<file path="src/rtl/uart_rx_frame_if.sv">
// ============================================================================
//  Module      : uart_rx_frame_if
//  Description : Received-word handshake bundle between the UART receive
//                engine (master) and its consumer (slave).
//  Revision    : 1.0 - initial release
// ============================================================================
`default_nettype none

interface uart_rx_frame_if #(
    parameter int DATA_BITS = 8
);
    logic [DATA_BITS-1:0] rx_data;
    logic                 rx_valid;
    logic                 rx_ready;
    logic                 frame_err;
    logic                 parity_err;
    logic                 overrun;

    modport master (
        output rx_data,
        output rx_valid,
        output frame_err,
        output parity_err,
        output overrun,
        input  rx_ready
    );

    modport slave (
        input  rx_data,
        input  rx_valid,
        input  frame_err,
        input  parity_err,
        input  overrun,
        output rx_ready
    );
endinterface

`default_nettype wire

</file>
<file path="src/rtl/uart_rx_frame.sv">
// ============================================================================
//  Module      : uart_rx_frame
//  Description : Oversampling UART receiver, configurable width/parity/stop,
//                delivering words on a valid/ready port with error flags.
//  Revision    : 1.0 - initial release
// ============================================================================
`default_nettype none

module uart_rx_frame #(
    parameter int DATA_BITS  = 8,
    parameter int OVERSAMPLE = 16,
    parameter int PARITY_EN  = 0,
    parameter int PARITY_ODD = 0,
    parameter int STOP_BITS  = 1
) (
    input  wire logic       clk,
    input  wire logic       rst_n,
    input  wire logic       tick,
    input  wire logic       rxd,
    uart_rx_frame_if.master rx_if
);

    localparam int c_TICK_W = $clog2(OVERSAMPLE);
    localparam int c_IDX_W  = $clog2(DATA_BITS + 1);

    localparam logic [c_TICK_W-1:0] c_HALF_M1   = c_TICK_W'(OVERSAMPLE / 2 - 1);
    localparam logic [c_TICK_W-1:0] c_FULL_M1   = c_TICK_W'(OVERSAMPLE - 1);
    localparam logic [c_TICK_W-1:0] c_TICK_ONE  = c_TICK_W'(1);
    localparam logic [c_IDX_W-1:0]  c_DATA_LAST = c_IDX_W'(DATA_BITS - 1);
    localparam logic [c_IDX_W-1:0]  c_STOP_LAST = c_IDX_W'(STOP_BITS - 1);
    localparam logic [c_IDX_W-1:0]  c_IDX_ONE   = c_IDX_W'(1);
    localparam logic                c_ODD       = (PARITY_ODD != 0);
    localparam logic                c_PAR_EN    = (PARITY_EN != 0);

    typedef enum logic [2:0] {
        S_IDLE   = 3'd0,
        S_START  = 3'd1,
        S_DATA   = 3'd2,
        S_PARITY = 3'd3,
        S_STOP   = 3'd4,
        S_BREAK  = 3'd5
    } state_t;

    logic                 r_sync1;
    logic                 r_rxd_s;
    state_t               r_state;
    logic [c_TICK_W-1:0]  r_tick_cnt;
    logic [c_IDX_W-1:0]   r_bit_idx;
    logic [DATA_BITS-1:0] r_shift;
    logic                 r_ferr;
    logic                 r_perr;

    state_t               w_state_next;
    logic [c_TICK_W-1:0]  w_cnt_next;
    logic [c_IDX_W-1:0]   w_idx_next;
    logic [DATA_BITS-1:0] w_shift_next;
    logic                 w_ferr_next;
    logic                 w_perr_next;
    logic                 w_done;

    logic [DATA_BITS-1:0] r_data;
    logic                 r_valid;
    logic                 r_frame_err;
    logic                 r_parity_err;
    logic                 r_overrun;

    always_ff @(posedge clk or negedge rst_n) begin
        if (!rst_n) begin
            r_sync1 <= 1'b1;
            r_rxd_s <= 1'b1;
        end else begin
            r_sync1 <= rxd;
            r_rxd_s <= r_sync1;
        end
    end

    always_ff @(posedge clk or negedge rst_n) begin
        if (!rst_n) begin
            r_state    <= S_IDLE;
            r_tick_cnt <= '0;
            r_bit_idx  <= '0;
            r_shift    <= '0;
            r_ferr     <= 1'b0;
            r_perr     <= 1'b0;
        end else begin
            r_state    <= w_state_next;
            r_tick_cnt <= w_cnt_next;
            r_bit_idx  <= w_idx_next;
            r_shift    <= w_shift_next;
            r_ferr     <= w_ferr_next;
            r_perr     <= w_perr_next;
        end
    end

    // Everything below only moves on tick cycles; otherwise it holds.
    always_comb begin
        w_state_next = r_state;
        w_cnt_next   = r_tick_cnt;
        w_idx_next   = r_bit_idx;
        w_shift_next = r_shift;
        w_ferr_next  = r_ferr;
        w_perr_next  = r_perr;
        w_done       = 1'b0;
        if (tick) begin
            case (r_state)
                S_IDLE: begin
                    if (!r_rxd_s) begin
                        w_cnt_next   = '0;
                        w_ferr_next  = 1'b0;
                        w_perr_next  = 1'b0;
                        w_state_next = S_START;
                    end
                end
                S_START: begin
                    if (r_tick_cnt == c_HALF_M1) begin
                        w_cnt_next = '0;
                        if (r_rxd_s) begin
                            w_state_next = S_IDLE;
                        end else begin
                            w_idx_next   = '0;
                            w_state_next = S_DATA;
                        end
                    end else begin
                        w_cnt_next = r_tick_cnt + c_TICK_ONE;
                    end
                end
                S_DATA: begin
                    if (r_tick_cnt == c_FULL_M1) begin
                        w_cnt_next   = '0;
                        w_shift_next = {r_rxd_s, r_shift[DATA_BITS-1:1]};
                        if (r_bit_idx == c_DATA_LAST) begin
                            w_idx_next   = '0;
                            w_state_next = c_PAR_EN ? S_PARITY : S_STOP;
                        end else begin
                            w_idx_next = r_bit_idx + c_IDX_ONE;
                        end
                    end else begin
                        w_cnt_next = r_tick_cnt + c_TICK_ONE;
                    end
                end
                S_PARITY: begin
                    if (r_tick_cnt == c_FULL_M1) begin
                        w_cnt_next   = '0;
                        w_perr_next  = (^r_shift) ^ r_rxd_s ^ c_ODD;
                        w_idx_next   = '0;
                        w_state_next = S_STOP;
                    end else begin
                        w_cnt_next = r_tick_cnt + c_TICK_ONE;
                    end
                end
                S_STOP: begin
                    if (r_tick_cnt == c_FULL_M1) begin
                        w_cnt_next = '0;
                        if (!r_rxd_s) begin
                            w_ferr_next = 1'b1;
                        end
                        if (r_bit_idx == c_STOP_LAST) begin
                            w_done       = 1'b1;
                            w_idx_next   = '0;
                            w_state_next = r_rxd_s ? S_IDLE : S_BREAK;
                        end else begin
                            w_idx_next = r_bit_idx + c_IDX_ONE;
                        end
                    end else begin
                        w_cnt_next = r_tick_cnt + c_TICK_ONE;
                    end
                end
                S_BREAK: begin
                    if (r_rxd_s) begin
                        w_state_next = S_IDLE;
                    end
                end
                default: begin
                    w_state_next = S_IDLE;
                end
            endcase
        end
    end

    // A completed frame is dropped only when the held word is not being taken.
    always_ff @(posedge clk or negedge rst_n) begin
        if (!rst_n) begin
            r_data       <= '0;
            r_valid      <= 1'b0;
            r_frame_err  <= 1'b0;
            r_parity_err <= 1'b0;
            r_overrun    <= 1'b0;
        end else begin
            r_overrun <= 1'b0;
            if (w_done) begin
                if (!r_valid || rx_if.rx_ready) begin
                    r_data       <= r_shift;
                    r_frame_err  <= w_ferr_next;
                    r_parity_err <= r_perr & c_PAR_EN;
                    r_valid      <= 1'b1;
                end else begin
                    r_overrun <= 1'b1;
                end
            end else if (r_valid && rx_if.rx_ready) begin
                r_valid <= 1'b0;
            end
        end
    end

    assign rx_if.rx_data    = r_data;
    assign rx_if.rx_valid   = r_valid;
    assign rx_if.frame_err  = r_frame_err;
    assign rx_if.parity_err = r_parity_err;
    assign rx_if.overrun    = r_overrun;

endmodule

`default_nettype wire
</file>
<file path="src/flat_wrapper.sv">
// flat-port wrapper written by rule: the top's interface ports become plain ports
module uart_rx_frame_flat 
#(
    parameter int DATA_BITS  = 8,
    parameter int OVERSAMPLE = 16,
    parameter int PARITY_EN  = 0,
    parameter int PARITY_ODD = 0,
    parameter int STOP_BITS  = 1
)
  (clk, rst_n, tick, rxd, rx_if_rx_data, rx_if_rx_valid, rx_if_frame_err, rx_if_parity_err, rx_if_overrun, rx_if_rx_ready);
  uart_rx_frame_if #(.DATA_BITS(DATA_BITS)) rx_if_i ();
  input  wire logic clk;
  input  wire logic rst_n;
  input  wire logic tick;
  input  wire logic rxd;
  output wire logic [$bits(rx_if_i.rx_data)-1:0] rx_if_rx_data;
  output wire logic [$bits(rx_if_i.rx_valid)-1:0] rx_if_rx_valid;
  output wire logic [$bits(rx_if_i.frame_err)-1:0] rx_if_frame_err;
  output wire logic [$bits(rx_if_i.parity_err)-1:0] rx_if_parity_err;
  output wire logic [$bits(rx_if_i.overrun)-1:0] rx_if_overrun;
  input wire logic [$bits(rx_if_i.rx_ready)-1:0] rx_if_rx_ready;
  assign rx_if_rx_data = rx_if_i.rx_data;
  assign rx_if_rx_valid = rx_if_i.rx_valid;
  assign rx_if_frame_err = rx_if_i.frame_err;
  assign rx_if_parity_err = rx_if_i.parity_err;
  assign rx_if_overrun = rx_if_i.overrun;
  assign rx_if_i.rx_ready = rx_if_rx_ready;
  uart_rx_frame #(.DATA_BITS(DATA_BITS), .OVERSAMPLE(OVERSAMPLE), .PARITY_EN(PARITY_EN), .PARITY_ODD(PARITY_ODD), .STOP_BITS(STOP_BITS)) u_core (.clk(clk), .rst_n(rst_n), .tick(tick), .rxd(rxd), .rx_if(rx_if_i));
endmodule
</file>
<file path="config.mk">
export PLATFORM = sky130hd
export DESIGN_NAME = uart_rx_frame_flat
export DESIGN_NICKNAME = d
export VERILOG_FILES = /design/src/rtl/uart_rx_frame_if.sv /design/src/rtl/uart_rx_frame.sv /design/src/flat_wrapper.sv
export SDC_FILE = /design/constraint.sdc
export NUM_CORES = 1
export LEC_CHECK = 0
export CAP_MARGIN = 5
export CORE_UTILIZATION = 40
export CTS_CLUSTER_DIAMETER = 40
export DETAILED_ROUTE_END_ITERATION = 10
export GPL_ROUTABILITY_DRIVEN = 0
export HOLD_SLACK_MARGIN = 0.1
export PLACE_DENSITY_LB_ADDON = 0.05
export SLEW_MARGIN = 20
export SYNTH_ARGS = -nofsm -noshare
export SYNTH_HDL_FRONTEND = slang
export SYNTH_SLANG_ARGS = --single-unit
</file>
<file path="constraint.sdc">
create_clock -name clk -period 3.2 [get_ports clk]
set_input_delay 0.48 -clock clk [delete_from_list [all_inputs] [get_ports clk]]
set_output_delay 0.48 -clock clk [all_outputs]
set_load 0.05 [all_outputs]
</file>
==> results by group, run 1 <==
Outcome
  • Status: finished, final reports clean

Global route
  • First-pass GRT wire length: 4.86 mm
  • Vias in the first global route: 1058
  • Largest net degree at the start of global routing: 34
  • Initial antenna violation count: 0
  • Total grt overflow: 0
  • Gr usage total: 0.155

Final layout
  • Area grow syn2layout: 17.8%
  • Final core occ: 0.499
  • Final nets: roughly 160
  • Diodes inserted: 0
  • Filler cells: around 360
  • Share of layout cells above drive strength 1: 0.213
  • Post-layout instance area: about 0.0019 mm2

Place
  • Port Buffer Count: 15
  • Area after DPL: around 0.0018 mm2
  • HPWL Detailed: 1.89 mm

Worst setup path
  • CP arrival: ~2.2 ns
  • Setup crit end kind: register
  • Worst reg2reg startpoint: u_core.r_bit_idx[0]$_DFFE_PN0P_
  • CP Launch Type: input port
  • FF-to-FF path depth: 7
  • Maximum fanout along the worst path: 8
  • Critical Path Start: tick
  • CP Data Required Time: 3.42 ns
  • WS Path Type: in2reg

Power
  • Worst vdd ir: 315 uV
  • Clock power share: 0.308
  • Comb power frac: 0.263
  • Net Sw Frac: 0.325
  • PD cells: approximately 690 mW/mm2
  • Register share of total power: 0.429
  • Leakage: a little under 0.0009 uW
  • Internal power: 875 uW
  • NetSw: 421 uW

STA
  • Fin crit period: about 2.0 ns
  • Slew @ Worst Pin: a little under 0.5 ns
  • Slew Viols, Final: 0
  • Fmax: approximately 500 MHz
  • Final Skew: 0.00494 ns
  • Hold slack: roughly 0.36 ns
  • Fin crit share: 0.622
  • Final hold violation count: 0
  • Setup repair after global routing missed its margin: no
  • Final setup TNS: 0 ns
  • Slew headroom: 0.668
  • Final setup viols: 0

Logic synthesis
  • Cell variety after synth: 39
  • Post-synth EDFFs: 0
  • Async set-reset flop share out of synthesis: 1.00
  • Netlist Area Pre-Place: between 0.0015 and 0.002 mm2
  • Synth top area cells: dfrtp_1 49%, mux2_2 13%, dfstp_2 3.3%
  • Most common cell in the synthesized netlist: dfrtp_1
  • Syn Area/Cell: roughly 11 um2
  • Synth Register Bits: 33
  • Syn_nets: 146
  • YS warnings: 0
  • Top cell type's share of synthesized area: 0.489
  • Sequential area share after synthesis: 0.522
  • Synth area leader: dfrtp_1
  • Syn Inst Count: roughly 140
  • Synth Flop Type: dfrtp_1
  • Synth cell count leaders: 31 x dfrtp_1, 18 x mux2_2, 9 x o21ai_0

Route
  • Via count: 1042
  • Routed wire per std cell: 12.9 um
  • Initial DRC count: 71
  • Antenna Violating Nets Remaining: 0
  • Routed Wire Length: between 2 and 3 mm
  • Drt first pass iters: 4
  • Vias/cell: between 5 and 6
  • # DRC: 0

Clock tree
  • H-Tree Depth: 2
  • Post-CTS setup buffers: 0
  • Worst-path clk slew: around 0.060 ns
  • Hold buffer count at CTS: 0
  • Clock Sinks: 33
  • CTS Buffer Depth: 2
  • Resized cells post-CTS: 0
  • CTS buffer count: 5
  • CTS tree: done
  • Worst-Skew Late Latency: ~0.28 ns
  • Clock Tree Root: clkbuf_8

Floorplan
  • Die Span X: 65.0 um
  • # rows: 22
  • Total die area: 0.00422 mm2
  • Starting Density: 0.423
  • Die Y-Extent: roughly 65 um
  • IO Pins: 17
  • Core region area: about 0.0037 mm2

Flow run
  • MaxCap Viol Count: 0

Hold path
  • Critical hold path startpoint: u_core.r_sync1$_DFF_PN1_
  • Hold Crit Depth: 0
  • Min-Delay Path Class: reg2reg
-- critical path, cell delays in order --
cell and delay (ns):
clkdlybuf4s50_1 0.56, inv_1 0.09, or3_1 0.48, or3_1 0.38, a21oi_1 0.13, a21o_1 0.09
-- layout by cell type, fill, tap and decap left out, types with 2 or more instances in the layout --
cell type	n
nand4_1	2
or2b_1	2
ha_1	3
a21oi_1	3
nand2_1	7
buf_4	2
dfrtp_1	31
mux2i_1	2
inv_1	5
dfstp_2	2
nor3b_1	2
nor3_1	4
nor2_1	8
mux2_2	18
clkdlybuf4s50_1	15
nand2b_1	2
clkbuf_8	6
and3_1	4
a21o_1	3
or3_1	2
o31ai_1	3
nand3_1	3
o21ai_0	9
-- state kept, by name, indices dropped and copies added (netlist names) --
signal	cells
u_core.rx_if.rx_valid	1
u_core.r_rxd_s	1
u_core.r_state	3
u_core.r_shift	8
u_core.r_ferr	1
u_core.rx_if.rx_data	8
u_core.rx_if.frame_err	1
u_core.rx_if.overrun	1
u_core.r_sync1	1
u_core.r_tick_cnt	4
u_core.r_bit_idx	4
-- layer usage --
layer	global-route usage	routed length (um)	up-vias	share of wire
met3	0.0440	95	7	0.036
met1	0.196	1280	501	0.49
met2	0.237	1200	16	0.46
met5	0	0	-	0
met4	0.0833	48	0	0.018
li1	-	-	518	-
-- cell families (layout without fill, tap and decap cells) --
family | count (synthesis) | count (layout) | synth area share
AND/OR/NAND/NOR | 42 | 42 | 0.144
flip-flops | 33 | 33 | 0.522
AO/OA/AOI/OAI | 25 | 25 | 0.112
multiplexers | 20 | 20 | 0.140
buffers and inverters | 13 | 30 | 0.0497
adder cells (fa/ha/maj) | 3 | 3 | 0.0237
other | 1 | 1 | 0.00237
XOR/XNOR | 1 | 1 | 0.00553
-- layout make-up --
cell class              count  area [um2]  share of cell area
repair buffers             17         165              0.0885
clock buffers               7        86.3              0.0462
inverters                   5        18.8              0.0101
clock inverters             1        30.0              0.0161
flip-flops and latches     33         828               0.444
well taps                  48        60.1              0.0322
multi-input cells          92         678               0.363
-- power by group through the flow --
stage | registers, uW | clock network [uW] | logic (uW)
global route | 569 | 427 | 393
CTS | 555 | 416 | 347
finish | 556 | 399 | 341
floorplan | 512 | 0 | 350
detailed placement | 563 | 0 | 345
global placement | 562 | 0 | 341
-- through the flow --
stage | worst slack [ns] | power [uW] | std cells
after global placement | 0.952 | 903 | 195
final | 1.21 | 1300 | 203
after global routing | 0.973 | 1390 | 203
after detailed placement | 0.935 | 908 | 195
after floorplan | 1.37 | 863 | 138
after CTS | 1.19 | 1320 | 203
-- final timing paths --
check,endpoint,slack (ns)
worst max-delay path,u_core.r_tick_cnt[3]$_DFFE_PN0P_,1.21
worst min-delay path,u_core.r_rxd_s$_DFF_PN1_,0.36
worst max register to register,u_core.rx_if.rx_data[7]$_DFFE_PN0P_,1.22
worst min register to register,u_core.r_rxd_s$_DFF_PN1_,0.36
max in group asynchronous,u_core.r_sync1$_DFF_PN1_,2.28
min in group asynchronous,u_core.r_bit_idx[2]$_DFFE_PN0P_,0.59
No activity file was read; power rests on OpenSTA's default activity.
==> inputs of run 2 (changes only) <==
Clock period 3.2 ns to 1.89 ns, I/O delays scaled along.
==> run 2 against run 1 <==
Effect of this change:
- first-iteration DRC count is 25% lower
- critical path depth is 1 lower
- combinational power is 130% higher
- core utilization is 2.8 points higher
- power is 70% higher
- wire length is 11% higher
- hold slack worse by 0.00090 ns
- sequential power is 63% higher
- final cell count is 6.9% higher
- clock-buffer cell count is 1 lower
- highest routed layer unchanged
==> results by group, run 2 (synthesized netlist as in run 1, its figures left out) <==
Floorplan
  • Starting Density: 0.423
  • Core region area: 0.00374 mm2
  • Die Y-Extent: roughly 65 um
  • # rows: 22
  • Total die area: between 0.004 and 0.005 mm2
  • IO Pins: 17
  • Die Span X: 65.0 um

Route
  • Drt first pass iters: 4
  • DRT met1 WL: between 1 and 1.5 mm
  • Routed wire per std cell: 13.4 um
  • Via count: about 1100
  • Initial DRC count: 53
  • Routed Wire Length: between 2 and 3 mm
  • Vias/cell: approximately 5.2
  • Met2 wire len: 1.33 mm
  • Antenna Violating Nets Remaining: 0
  • # DRC: 0
  • WL met3: around 140 um
  • Top layer in use: met4

Final layout
  • Most frequent cells in the layout: 29 x dfrtp_1, 18 x mux2_2, 15 x clkdlybuf4s50_1
  • Final nets: around 180
  • Footprint of the multi-input gates: between 600 and 700 um2
  • Area grow syn2layout: 24.5%
  • Filler cells: ~350
  • Diodes inserted: 0
  • Final core occ: 0.527
  • Most common cell after layout, fill and taps aside: dfrtp_1
  • Reg area: 831 um2
  • Share of layout cells above drive strength 1: 0.320

Place
  • Port Buffer Count: 15
  • HPWL Detailed: about 2.1 mm

STA
  • Slew @ Worst Pin: approximately 0.50 ns
  • Fin crit period: approximately 1.8 ns
  • Final Skew: between 0.009 and 0.01 ns
  • Final hold violation count: 0
  • Setup repair after global routing missed its margin: yes
  • Fmax: 552 MHz
  • Slew Viols, Final: 0
  • Fin crit share: 0.959
  • Final setup TNS: 0 ns
  • Slew headroom: 0.666
  • Final setup viols: 0

Worst setup path
  • Maximum fanout along the worst path: 10
  • CP arrival: between 1.5 and 2 ns
  • Setup crit end kind: register
  • CP Data Required Time: between 2 and 2.5 ns
  • WS Path Type: reg2reg
  • CP Launch Type: register

Power
  • Leakage: approximately 0.00094 uW
  • Total power: 2210 uW
  • PD cells: 1120 mW/mm2
  • Worst vdd ir: about 480 uV

Flow run
  • MaxCap Viol Count: 0

Clock tree
  • CTS buffer count: 5
  • Clock Sinks: 33
  • Clock Tree Root: clkbuf_8
  • CTS Buffer Depth: 2
  • CTS tree: done
  • Hold buffer count at CTS: 0
  • H-Tree Depth: 2
  • Worst-path clk slew: around 0.07 ns
  • Worst-Skew Late Latency: about 0.28 ns

Hold path
  • Min-Delay Path Class: reg2reg

Global route
  • First-pass GRT wire length: about 5.1 mm
  • Initial antenna violation count: 0
  • Vias in the first global route: 1114
  • Total grt overflow: 0
  • Largest net degree at the start of global routing: 34
  • Gr usage total: 0.165

Outcome
  • Status: finished, final reports clean
[run 2: power breakdown]
part	internal, uW	total (uW)	leakage (uW)	switching, uW
Clock	255	509	0.0000450	254
Combinational	389	793	0.000447	404
Sequential	795	907	0.000446	112
Total	1440	2210	0.000938	769
[run 2: worst paths after layout]
path	slack [ns]	cells after the start	endpoint	startpoint
setup / recovery	0.08	5	u_core.r_state[1]$_DFFE_PN0P_	u_core.r_state[0]$_DFFE_PN0P_
hold / removal	0.36	0	u_core.r_rxd_s$_DFF_PN1_	u_core.r_sync1$_DFF_PN1_
setup reg to reg	0.08	5	u_core.r_state[1]$_DFFE_PN0P_	u_core.r_state[0]$_DFFE_PN0P_
hold reg to reg	0.36	0	u_core.r_rxd_s$_DFF_PN1_	u_core.r_sync1$_DFF_PN1_
max in group asynchronous	1.16	2	u_core.r_sync1$_DFF_PN1_	rst_n
min in group asynchronous	0.39	2	u_core.r_bit_idx[3]$_DFFE_PN0P_	rst_n
[run 2: cell type report]
class	instances	share of cell area
Sequential cell	33	0.421
Multi-Input combinational cell	92	0.352
Timing Repair Buffer	31	0.145
Clock buffer	6	0.0368
Tap cell	48	0.0304
Inverter	5	0.00951
Clock inverter	2	0.00507
[run 2: per-layer routing]
| layer | GRT usage | vias to the layer above |
|---|---|---|
| li1 | - | 545 |
| met1 | 0.208 | 557 |
| met2 | 0.257 | 25 |
| met3 | 0.0546 | 4 |
| met4 | 0.0750 | 0 |
| met5 | 0 | - |
[run 2: timing repair]
item | CTS | global route
setup endpoints to repair | 0 | 19
buffers inserted | 0 | 0
gates resized for setup | 0 | 9
[run 2: worst max-delay path: stages (launching register included)]
cell	delay [ns]
dfrtp_2	0.48
or3b_2	0.53
a21o_1	0.20
nand3_1	0.13
nor2_2	0.07
mux2_2	0.28
[run 2: per-stage QoR]
stage	instance area, um2	hold WS [ns]	cells	worst slack, ns
6_report	1970	0.358	217	0.0779
5_1_grt	1970	0.359	217	-0.00158
4_1_cts	1950	0.358	217	0.0391
3_5_place_dp	1870	0.348	209	-0.0333
3_3_place_gp	1870	0.347	209	0.00735
2_1_floorplan	1590	-0.0121	138	0.0577
